--- config.mk ---
export PLATFORM = sky130hd
export DESIGN_NAME = node_pixel_writer
export DESIGN_NICKNAME = d
export VERILOG_FILES = /design/src/rtl/node_pixel_writer_pkg.sv /design/src/rtl/amplitude_colour_map.sv /design/src/rtl/node_pixel_writer.sv
export SDC_FILE = /design/constraint.sdc
export NUM_CORES = 1
export LEC_CHECK = 0
export ABC_CLOCK_PERIOD_IN_PS = 5900
export BUFFER_PORTS_ARGS = -buffer_cell sky130_fd_sc_hd__buf_4
export CAP_MARGIN = 40
export CELL_PAD_IN_SITES_DETAIL_PLACEMENT = 1
export CELL_PAD_IN_SITES_GLOBAL_PLACEMENT = 1
export CORE_MARGIN = 4
export CORE_UTILIZATION = 24
export DETAILED_ROUTE_END_ITERATION = 6
export PLACE_DENSITY = 0.58
export SYNTH_ARGS = -nofsm -noshare
export SYNTH_HDL_FRONTEND = slang
export SYNTH_SLANG_ARGS = --single-unit
export TNS_END_PERCENT = 30
--- constraint.sdc ---
create_clock -name clk -period 5.9 [get_ports clk]
set_input_delay 0.885 -clock clk [delete_from_list [all_inputs] [get_ports clk]]
set_output_delay 0.885 -clock clk [all_outputs]
set_load 0.02 [all_outputs]
--- src/rtl/node_pixel_writer_pkg.sv ---
// Shared definitions for the node pixel writer: amplitude format, colour bands, FSM states.
// Latency: n/a (definitions only).
// Backpressure: n/a.
package node_pixel_writer_pkg;

    // Node amplitudes are signed 5.27 fixed point.
    localparam int FP_W = 32;

    // Band thresholds, k << 27 for k = 6, 4, 2, 0, -2, -4, -6.
    localparam logic signed [FP_W-1:0] FP_POS6 = 32'sh3000_0000;
    localparam logic signed [FP_W-1:0] FP_POS4 = 32'sh2000_0000;
    localparam logic signed [FP_W-1:0] FP_POS2 = 32'sh1000_0000;
    localparam logic signed [FP_W-1:0] FP_ZERO = 32'sh0000_0000;
    localparam logic signed [FP_W-1:0] FP_NEG2 = 32'shF000_0000;
    localparam logic signed [FP_W-1:0] FP_NEG4 = 32'shE000_0000;
    localparam logic signed [FP_W-1:0] FP_NEG6 = 32'shD000_0000;

    // RGB332 colour for each band, highest band first.
    localparam logic [7:0] RGB_POS6  = 8'hE0;
    localparam logic [7:0] RGB_POS4  = 8'hE8;
    localparam logic [7:0] RGB_POS2  = 8'hCD;
    localparam logic [7:0] RGB_ZERO  = 8'h00;
    localparam logic [7:0] RGB_NEG2  = 8'h77;
    localparam logic [7:0] RGB_NEG4  = 8'hF8;
    localparam logic [7:0] RGB_NEG6  = 8'hE3;
    localparam logic [7:0] RGB_FLOOR = 8'hFF;

    typedef enum logic [2:0] {
        S_IDLE,
        S_REQ,
        S_CAP,
        S_WR,
        S_STEP,
        S_WAIT
    } state_t;

endpackage

--- src/rtl/amplitude_colour_map.sv ---
// Maps a signed 5.27 node amplitude to an RGB332 colour; exact thresholds fall in the higher band.
// Latency: combinational.
// Backpressure: none.
// Ports: amplitude (signed 5.27 in), colour (RGB332 out).
module amplitude_colour_map
    import node_pixel_writer_pkg::*;
(
    input  logic signed [FP_W-1:0] amplitude,
    output logic [7:0]             colour
);

    always_comb begin
        colour = RGB_FLOOR;
        if (amplitude >= FP_POS6)      colour = RGB_POS6;
        else if (amplitude >= FP_POS4) colour = RGB_POS4;
        else if (amplitude >= FP_POS2) colour = RGB_POS2;
        else if (amplitude >= FP_ZERO) colour = RGB_ZERO;
        else if (amplitude >= FP_NEG2) colour = RGB_NEG2;
        else if (amplitude >= FP_NEG4) colour = RGB_NEG4;
        else if (amplitude >= FP_NEG6) colour = RGB_NEG6;
    end

endmodule

--- src/rtl/node_pixel_writer.sv ---
// Reads grid node amplitudes, writes one RGB332 pixel row per time step, then starts the next step.
// Latency: 3 cycles per node minimum (REQ, CAP, WR); row ends with a step_start pulse and a step_done wait.
// Backpressure: pix_write/addr/data held until pix_ready; grid is only restarted after step_done.
// Ports: clk, reset (sync, active-low), enable; node_sel/node_data grid read port;
//        pix_write/pix_addr/pix_data/pix_ready pixel-buffer port; step_start/step_done grid control;
//        row_index and frame_wrap report the row being drawn and the bottom-of-screen wrap.
module node_pixel_writer
    import node_pixel_writer_pkg::*;
#(
    parameter int NUM_NODES  = 64,
    parameter int SEL_W      = 6,
    parameter int FRAME_ROWS = 480,
    parameter int ROW_STRIDE = 640,
    parameter int X_OFFSET   = 0,
    parameter int ADDR_W     = 19
) (
    input  logic              clk,
    input  logic              reset,
    input  logic              enable,
    output logic [SEL_W-1:0]  node_sel,
    input  logic [FP_W-1:0]   node_data,
    output logic              pix_write,
    output logic [ADDR_W-1:0] pix_addr,
    output logic [7:0]        pix_data,
    input  logic              pix_ready,
    output logic              step_start,
    input  logic              step_done,
    output logic [9:0]        row_index,
    output logic              frame_wrap
);

    localparam logic [SEL_W-1:0] LAST_NODE = SEL_W'(NUM_NODES - 1);
    localparam logic [9:0]       LAST_ROW  = 10'(FRAME_ROWS - 1);
    localparam logic [9:0]       STRIDE    = 10'(ROW_STRIDE);
    localparam int               SUM_W     = 21;

    state_t            state, state_n;
    logic [SEL_W-1:0]  node_cnt, node_cnt_n;
    logic              pix_write_n;
    logic [ADDR_W-1:0] pix_addr_n;
    logic [7:0]        pix_data_n;
    logic              step_start_n;
    logic [9:0]        row_index_n;
    logic              frame_wrap_n;
    // Cleared on entry to WAIT so step_done is ignored for the first WAIT cycle.
    logic              wait_armed, wait_armed_n;
    logic [7:0]        colour;
    logic [19:0]       row_base;
    logic [ADDR_W-1:0] node_addr;

    amplitude_colour_map u_colour_map (
        .amplitude (node_data),
        .colour    (colour)
    );

    // The counter is presented directly; it only changes on entry to REQ,
    // so node_data for it is valid by the CAP cycle.
    assign node_sel = node_cnt;

    // 10x10 multiply zero-extended to 20 bits, so the product cannot overflow.
    assign row_base  = {10'd0, row_index} * {10'd0, STRIDE};
    assign node_addr = ADDR_W'({1'b0, row_base} + SUM_W'(X_OFFSET) + SUM_W'(node_cnt));

    always_comb begin
        state_n      = state;
        node_cnt_n   = node_cnt;
        pix_write_n  = pix_write;
        pix_addr_n   = pix_addr;
        pix_data_n   = pix_data;
        step_start_n = 1'b0;
        row_index_n  = row_index;
        frame_wrap_n = 1'b0;
        wait_armed_n = wait_armed;

        case (state)
            S_IDLE: begin
                if (enable) begin
                    node_cnt_n = '0;
                    state_n    = S_REQ;
                end
            end
            S_REQ: begin
                state_n = S_CAP;
            end
            S_CAP: begin
                pix_data_n  = colour;
                pix_addr_n  = node_addr;
                pix_write_n = 1'b1;
                state_n     = S_WR;
            end
            S_WR: begin
                if (pix_ready) begin
                    pix_write_n = 1'b0;
                    if (node_cnt == LAST_NODE) begin
                        step_start_n = 1'b1;
                        state_n      = S_STEP;
                    end else begin
                        node_cnt_n = node_cnt + 1'b1;
                        state_n    = S_REQ;
                    end
                end
            end
            S_STEP: begin
                wait_armed_n = 1'b0;
                state_n      = S_WAIT;
            end
            S_WAIT: begin
                if (!wait_armed) begin
                    wait_armed_n = 1'b1;
                end else if (step_done) begin
                    if (row_index == LAST_ROW) begin
                        row_index_n  = '0;
                        frame_wrap_n = 1'b1;
                    end else begin
                        row_index_n = row_index + 1'b1;
                    end
                    state_n = S_IDLE;
                end
            end
            default: begin
                state_n = S_IDLE;
            end
        endcase
    end

    always_ff @(posedge clk) begin
        if (!reset) begin
            state      <= S_IDLE;
            node_cnt   <= '0;
            pix_write  <= 1'b0;
            pix_addr   <= '0;
            pix_data   <= '0;
            step_start <= 1'b0;
            row_index  <= '0;
            frame_wrap <= 1'b0;
            wait_armed <= 1'b0;
        end else begin
            state      <= state_n;
            node_cnt   <= node_cnt_n;
            pix_write  <= pix_write_n;
            pix_addr   <= pix_addr_n;
            pix_data   <= pix_data_n;
            step_start <= step_start_n;
            row_index  <= row_index_n;
            frame_wrap <= frame_wrap_n;
            wait_armed <= wait_armed_n;
        end
    end

endmodule

* Word level (Yosys, flattened, before mapping)
Cells that the tools add are included.
** Word-level totals
- Register bits :: 50
- Input port bits :: 37
** Operators by class
- Add/subtract/negate cells :: 3
- $mul :: 1
- Magnitude comparators :: 7
- Eq/ne operators :: 12
- Mux-type cells :: 23
- Reductions and logical operators :: 10
** Operators with widths (number)
- $ge 32x31->1 const B :: 3
- $ge 32x30->1 const B :: 2
- $mux 8 :: 6
- $ge 32x1->1 const B :: 1
- $ge 32x29->1 const B :: 1
- $add 19x6->19 :: 1
- $mux 6 :: 3
- $pmux 3 s6 :: 1
- $mux 3 :: 5
- $mul 10x3->12 const B :: 1
- $pmux 6 s2 :: 1
- $reduce_and 4->1 :: 3
- $add 10x1->10 const B :: 1
- $eq 10x9->1 const B :: 1
- $mux 10 :: 1
- $ne 2x2->1 const B :: 5
- $add 6x1->6 const B :: 1
- $eq 3x2->1 const B :: 2
- $eq 3x3->1 const B :: 2
- $eq 6x6->1 const B :: 1
- $reduce_and 3->1 :: 2
- $reduce_bool 2->1 :: 3
- $mux 5 :: 1
- $pmux 1 s2 :: 2
- 4 further kinds :: 6

* Longest topological paths before layout
- Depth after elaboration :: 8
- Mapped depth :: 8
- Gate-level depth less buffers :: 8

* Cells and area by module
Synthesis repeated with hierarchy kept, for this count alone.
** Unflattened totals
- Cell total of the unflattened synthesis :: 326
- Area, all modules :: 2716.4 um^2
** By module, submodules not included
- node_pixel_writer :: instances 1, cells an instance 309, area an instance 2616.3 um^2
- amplitude_colour_map :: instances 1, cells an instance 17, area an instance 100.1 um^2

* Worst setup path before layout
No wires, ideal clock.
- Path kind :: reg2reg
- From :: register row_index[2]
- To :: register pix_addr[14]
- Setup time :: 115 ps
- Arrival time :: 1912 ps
- Required time :: 5785 ps
- Path slack :: 3873 ps
- Cell stages (with the launch flop) :: 9
- Buffers on the path :: 0
- Cells stage by stage :: dfxtp_1 ha_1 ha_1 inv_1 fa_1 nor2b_1 o31a_1 a211oi_1 o21a_1
** Between the ends
- Cells in the longest elaborated chain, start to end :: 2
** Ends and longest elaborated chain
- from (decl) :: RTL line node_pixel_writer.sv:28 : output logic [9:0] row_index,
- from (signal assigned) :: RTL line node_pixel_writer.sv:144 : row_index <= row_index_n;
- $mul 10x3->12 :: RTL line node_pixel_writer.sv:61 : assign row_base = {10'd0, row_index} * {10'd0, STRIDE};
- $add 19x6->19 :: RTL line node_pixel_writer.sv:62 : assign node_addr = ADDR_W'({1'b0, row_base} + SUM_W'(X_OFFSET) + SUM_W'(node_cnt));
- to (signal assigned) :: RTL line node_pixel_writer.sv:141 : pix_addr <= pix_addr_n;
- to (decl) :: RTL line node_pixel_writer.sv:23 : output logic [ADDR_W-1:0] pix_addr,
No other way between the ends.
A chain may end at the register's enable or synchronous reset.

* Final worst setup path
- From :: register row_index[3]
- To :: register pix_addr[14]
Same word-level chain as after synthesis.

==> flow_summary.ini <==
[status]
status = finished, final reports clean

[sta]
skew_ns = 0.00617
maxSlewViolCount = 0
timing.final.ws_setup_ns = 3.76
rsz0062_at_grt = no
finalCritPeriodShare_pct = 36.2
finalSetupTns_ns = 0
finalSetupViolations = 0
hold_viol_final = 0
maxSlewHeadroom_pct = 43.9
max_freq_mhz = 468
holdWs_ns = 0.466
period_minus_slack_ns = 2.14
worst_pin_slew_ns = 0.838

[logic_synthesis]
avgSynthCellArea_um2 = 8.50
synth.ff_latch_count = 49
synth_cells = 322
syn-num-nets = 378
netlist_area_mm2 = 0.00274
synth_ff_type = dfxtp_1
yosys_warnings = 0
ys_types = 54
synthArstFlopShare_pct = 0
synth_edf_count = 0
synth_top_cell_by_area = dfxtp_1
synth_area_leaders = dfxtp_1 36%, ha_1 8.2%, nand2_1 6.9%
yosysTopAreaCellShare_pct = 35.8
ys_seq_area_share_pct = 35.8

[routing]
ant_nets = 0
wl_um = 7270
first_iter_violations = 67
vias = 2379
drc = 0
dr.pass1.iters = 4
wire_per_inst_um = 14.7
vias_per_cell = 4.80

[clocking]
cts_buffer_depth = 2
path_clk_slew_ns = 0.07
cts_made_buffers = 5
cts_setup_buffers = 0
postCtsHoldBufs = 0
postCtsResizedCells = 0
clkLatencyLatePin_ns = 0.29
cts_tree = yes
cts.sinks = 49
htreeDepth = 2
cts-root-buf = clkbuf_16

[floorplan]
initial_core_util_pct = 24.9
dieArea_mm2 = 0.0132
fp.dieH_um = 115
io_pins = 83
core_area_mm2 = 0.0110
num_rows = 38
dieWidth_um = 115

[critical_path]
crit_path_end_kind = flop
cp.required_ns = 6.13
cp.arrival_ns = 2.37
r2r_start = row_index[3]$_SDFFE_PN0P_
cp-startpoint = row_index[3]$_SDFFE_PN0P_
startpoint_type = flop
crit_type = flop to flop
critPathMaxFanout = 6

[finish]
layout-drive-gt1-share_pct = 19.9
n_antenna_cell = 0
fin_nets = 411
syn2layout_area_growth_pct = 22.8
fillers = 1288

[global_routing]
grt_pass1_vias = 2395
grt_antenna_before_repair = 0
grt_pass1_wl_um = 12000
grt-ovfl-total = 0
track_usage_pct = 11.2
grt_max_degree = 53

[power_and_ir_drop]
p_leak_nw = 1.42
peakVddDrop_v = 0.000136
power_density_mw_per_mm2 = 225

[worst_hold_path]
min_from = pix_addr[4]$_SDFFE_PN0P_
hp-class = flop to flop

[placement]
dp_hpwl_um = 5240
routabilityCongestion = 0.709
place_ws_ns = 3.67
numPortBuffers = 53

[job]
cap_violations = 0
==> path summary, 6_finish.rpt <==
| kind | end | slack (ns) | cells after the start |
|---|---|---|---|
| hold reg to reg | pix_addr[4]$_SDFFE_PN0P_ | 0.47 | 2 |
| setup / recovery | pix_addr[14]$_SDFFE_PN0P_ | 3.76 | 8 |
| hold / removal | pix_addr[4]$_SDFFE_PN0P_ | 0.47 | 2 |
| setup reg to reg | pix_addr[14]$_SDFFE_PN0P_ | 3.76 | 8 |
==> worst max-delay path, stage by stage (launching register included) <==
cell      delay, ns
dfxtp_1        0.38
ha_1           0.32
ha_1           0.19
inv_1          0.06
fa_1           0.40
nor2b_1        0.20
o21ai_0        0.10
a211oi_1       0.28
o21a_1         0.14
==> area by class of cell <==
cell class | instances | area (µm²) | share of cell area (%)
repair buffers | 55 | 433 | 12.9
well taps | 140 | 175 | 5.21
flip-flops and latches | 49 | 981 | 29.2
inverters | 10 | 37.5 | 1.12
clock buffers | 6 | 139 | 4.13
multi-input cells | 234 | 1560 | 46.3
clock inverters | 2 | 37.5 | 1.12
==> routing by layer <==
metal	track usage [%]	wire length, µm
met5	0	0
met4	2.58	46
met3	2.53	311
met2	17.8	3230
met1	15.6	3690
==> cell usage after synthesis (3+ instances only) <==
cell / number
inv_1: 10
ha_1: 18
nor3_1: 9
a21o_1: 3
nand4b_1: 4
a2111o_1: 4
and2_1: 6
a21oi_1: 6
nor3b_1: 4
a21boi_0: 14
o21a_1: 7
o2111ai_1: 4
dfxtp_1: 49
o31ai_1: 4
nand2_1: 50
o211ai_1: 8
clkbuf_1: 14
o211a_1: 3
xnor2_1: 9
nor2_1: 20
buf_2: 3
buf_4: 9
nor4_1: 5
nor2b_1: 4
nand3_1: 12
a211oi_1: 4
o21ai_0: 4
and3_2: 3
==> power breakdown <==
part | switching (mW) | total, mW | internal (mW)
Sequential | 0.00682 | 0.345 | 0.338
Combinational | 0.0437 | 0.0728 | 0.0290
Clock | 0.126 | 0.338 | 0.212
Total | 0.176 | 0.755 | 0.578
==> stage by stage <==
step / instance area, µm² / total power [mW] / utilization [%] / cells
2_1_floorplan: 2740 / 0.399 / - / 322
3_3_place_gp: 3160 / 0.420 / 28.7 / 487
3_5_place_dp: 3180 / 0.427 / 29.0 / 488
4_1_cts: 3360 / 0.773 / 30.6 / 496
5_1_grt: 3360 / 0.792 / 30.6 / 496
6_report: 3360 / 0.755 / 30.6 / 496
==> state kept, by name, summed over array words and instances, names as in the netlist <==
| name | cells |
|---|---|
| pix_addr | 18 |
| row_index | 10 |
| pix_data | 8 |
| node_sel | 6 |
| state | 3 |
| frame_wrap | 1 |
| pix_write | 1 |
| step_start | 1 |
| wait_armed | 1 |
==> cell usage in the layout, fill, tap and decap left out, drive strengths merged, types with 3 or more instances in the layout <==
cell	instances
nand2	50
o21ai	4
a21oi	6
nor4	5
nor3	9
ha	18
o21a	7
nand4b	4
dfxtp	49
clkbuf	6
nand3	12
o211a	3
buf	55
and2	8
and3	4
xnor2	9
o31ai	4
a21o	3
a21boi	14
a211oi	4
a2111o	4
nor2	20
nor3b	5
o211ai	8
inv	10
nor2b	4
o2111ai	4
==> cells by family after synthesis <==
kind of cell / synth area share (%)
buf+inv: 7.27
fa+ha+maj: 8.96
other cells: 0.137
xor+xnor: 3.52
compound gates: 19.1
mux: 0.366
simple gates: 24.8
flops: 35.8
Power figures use the tool's default switching activity.
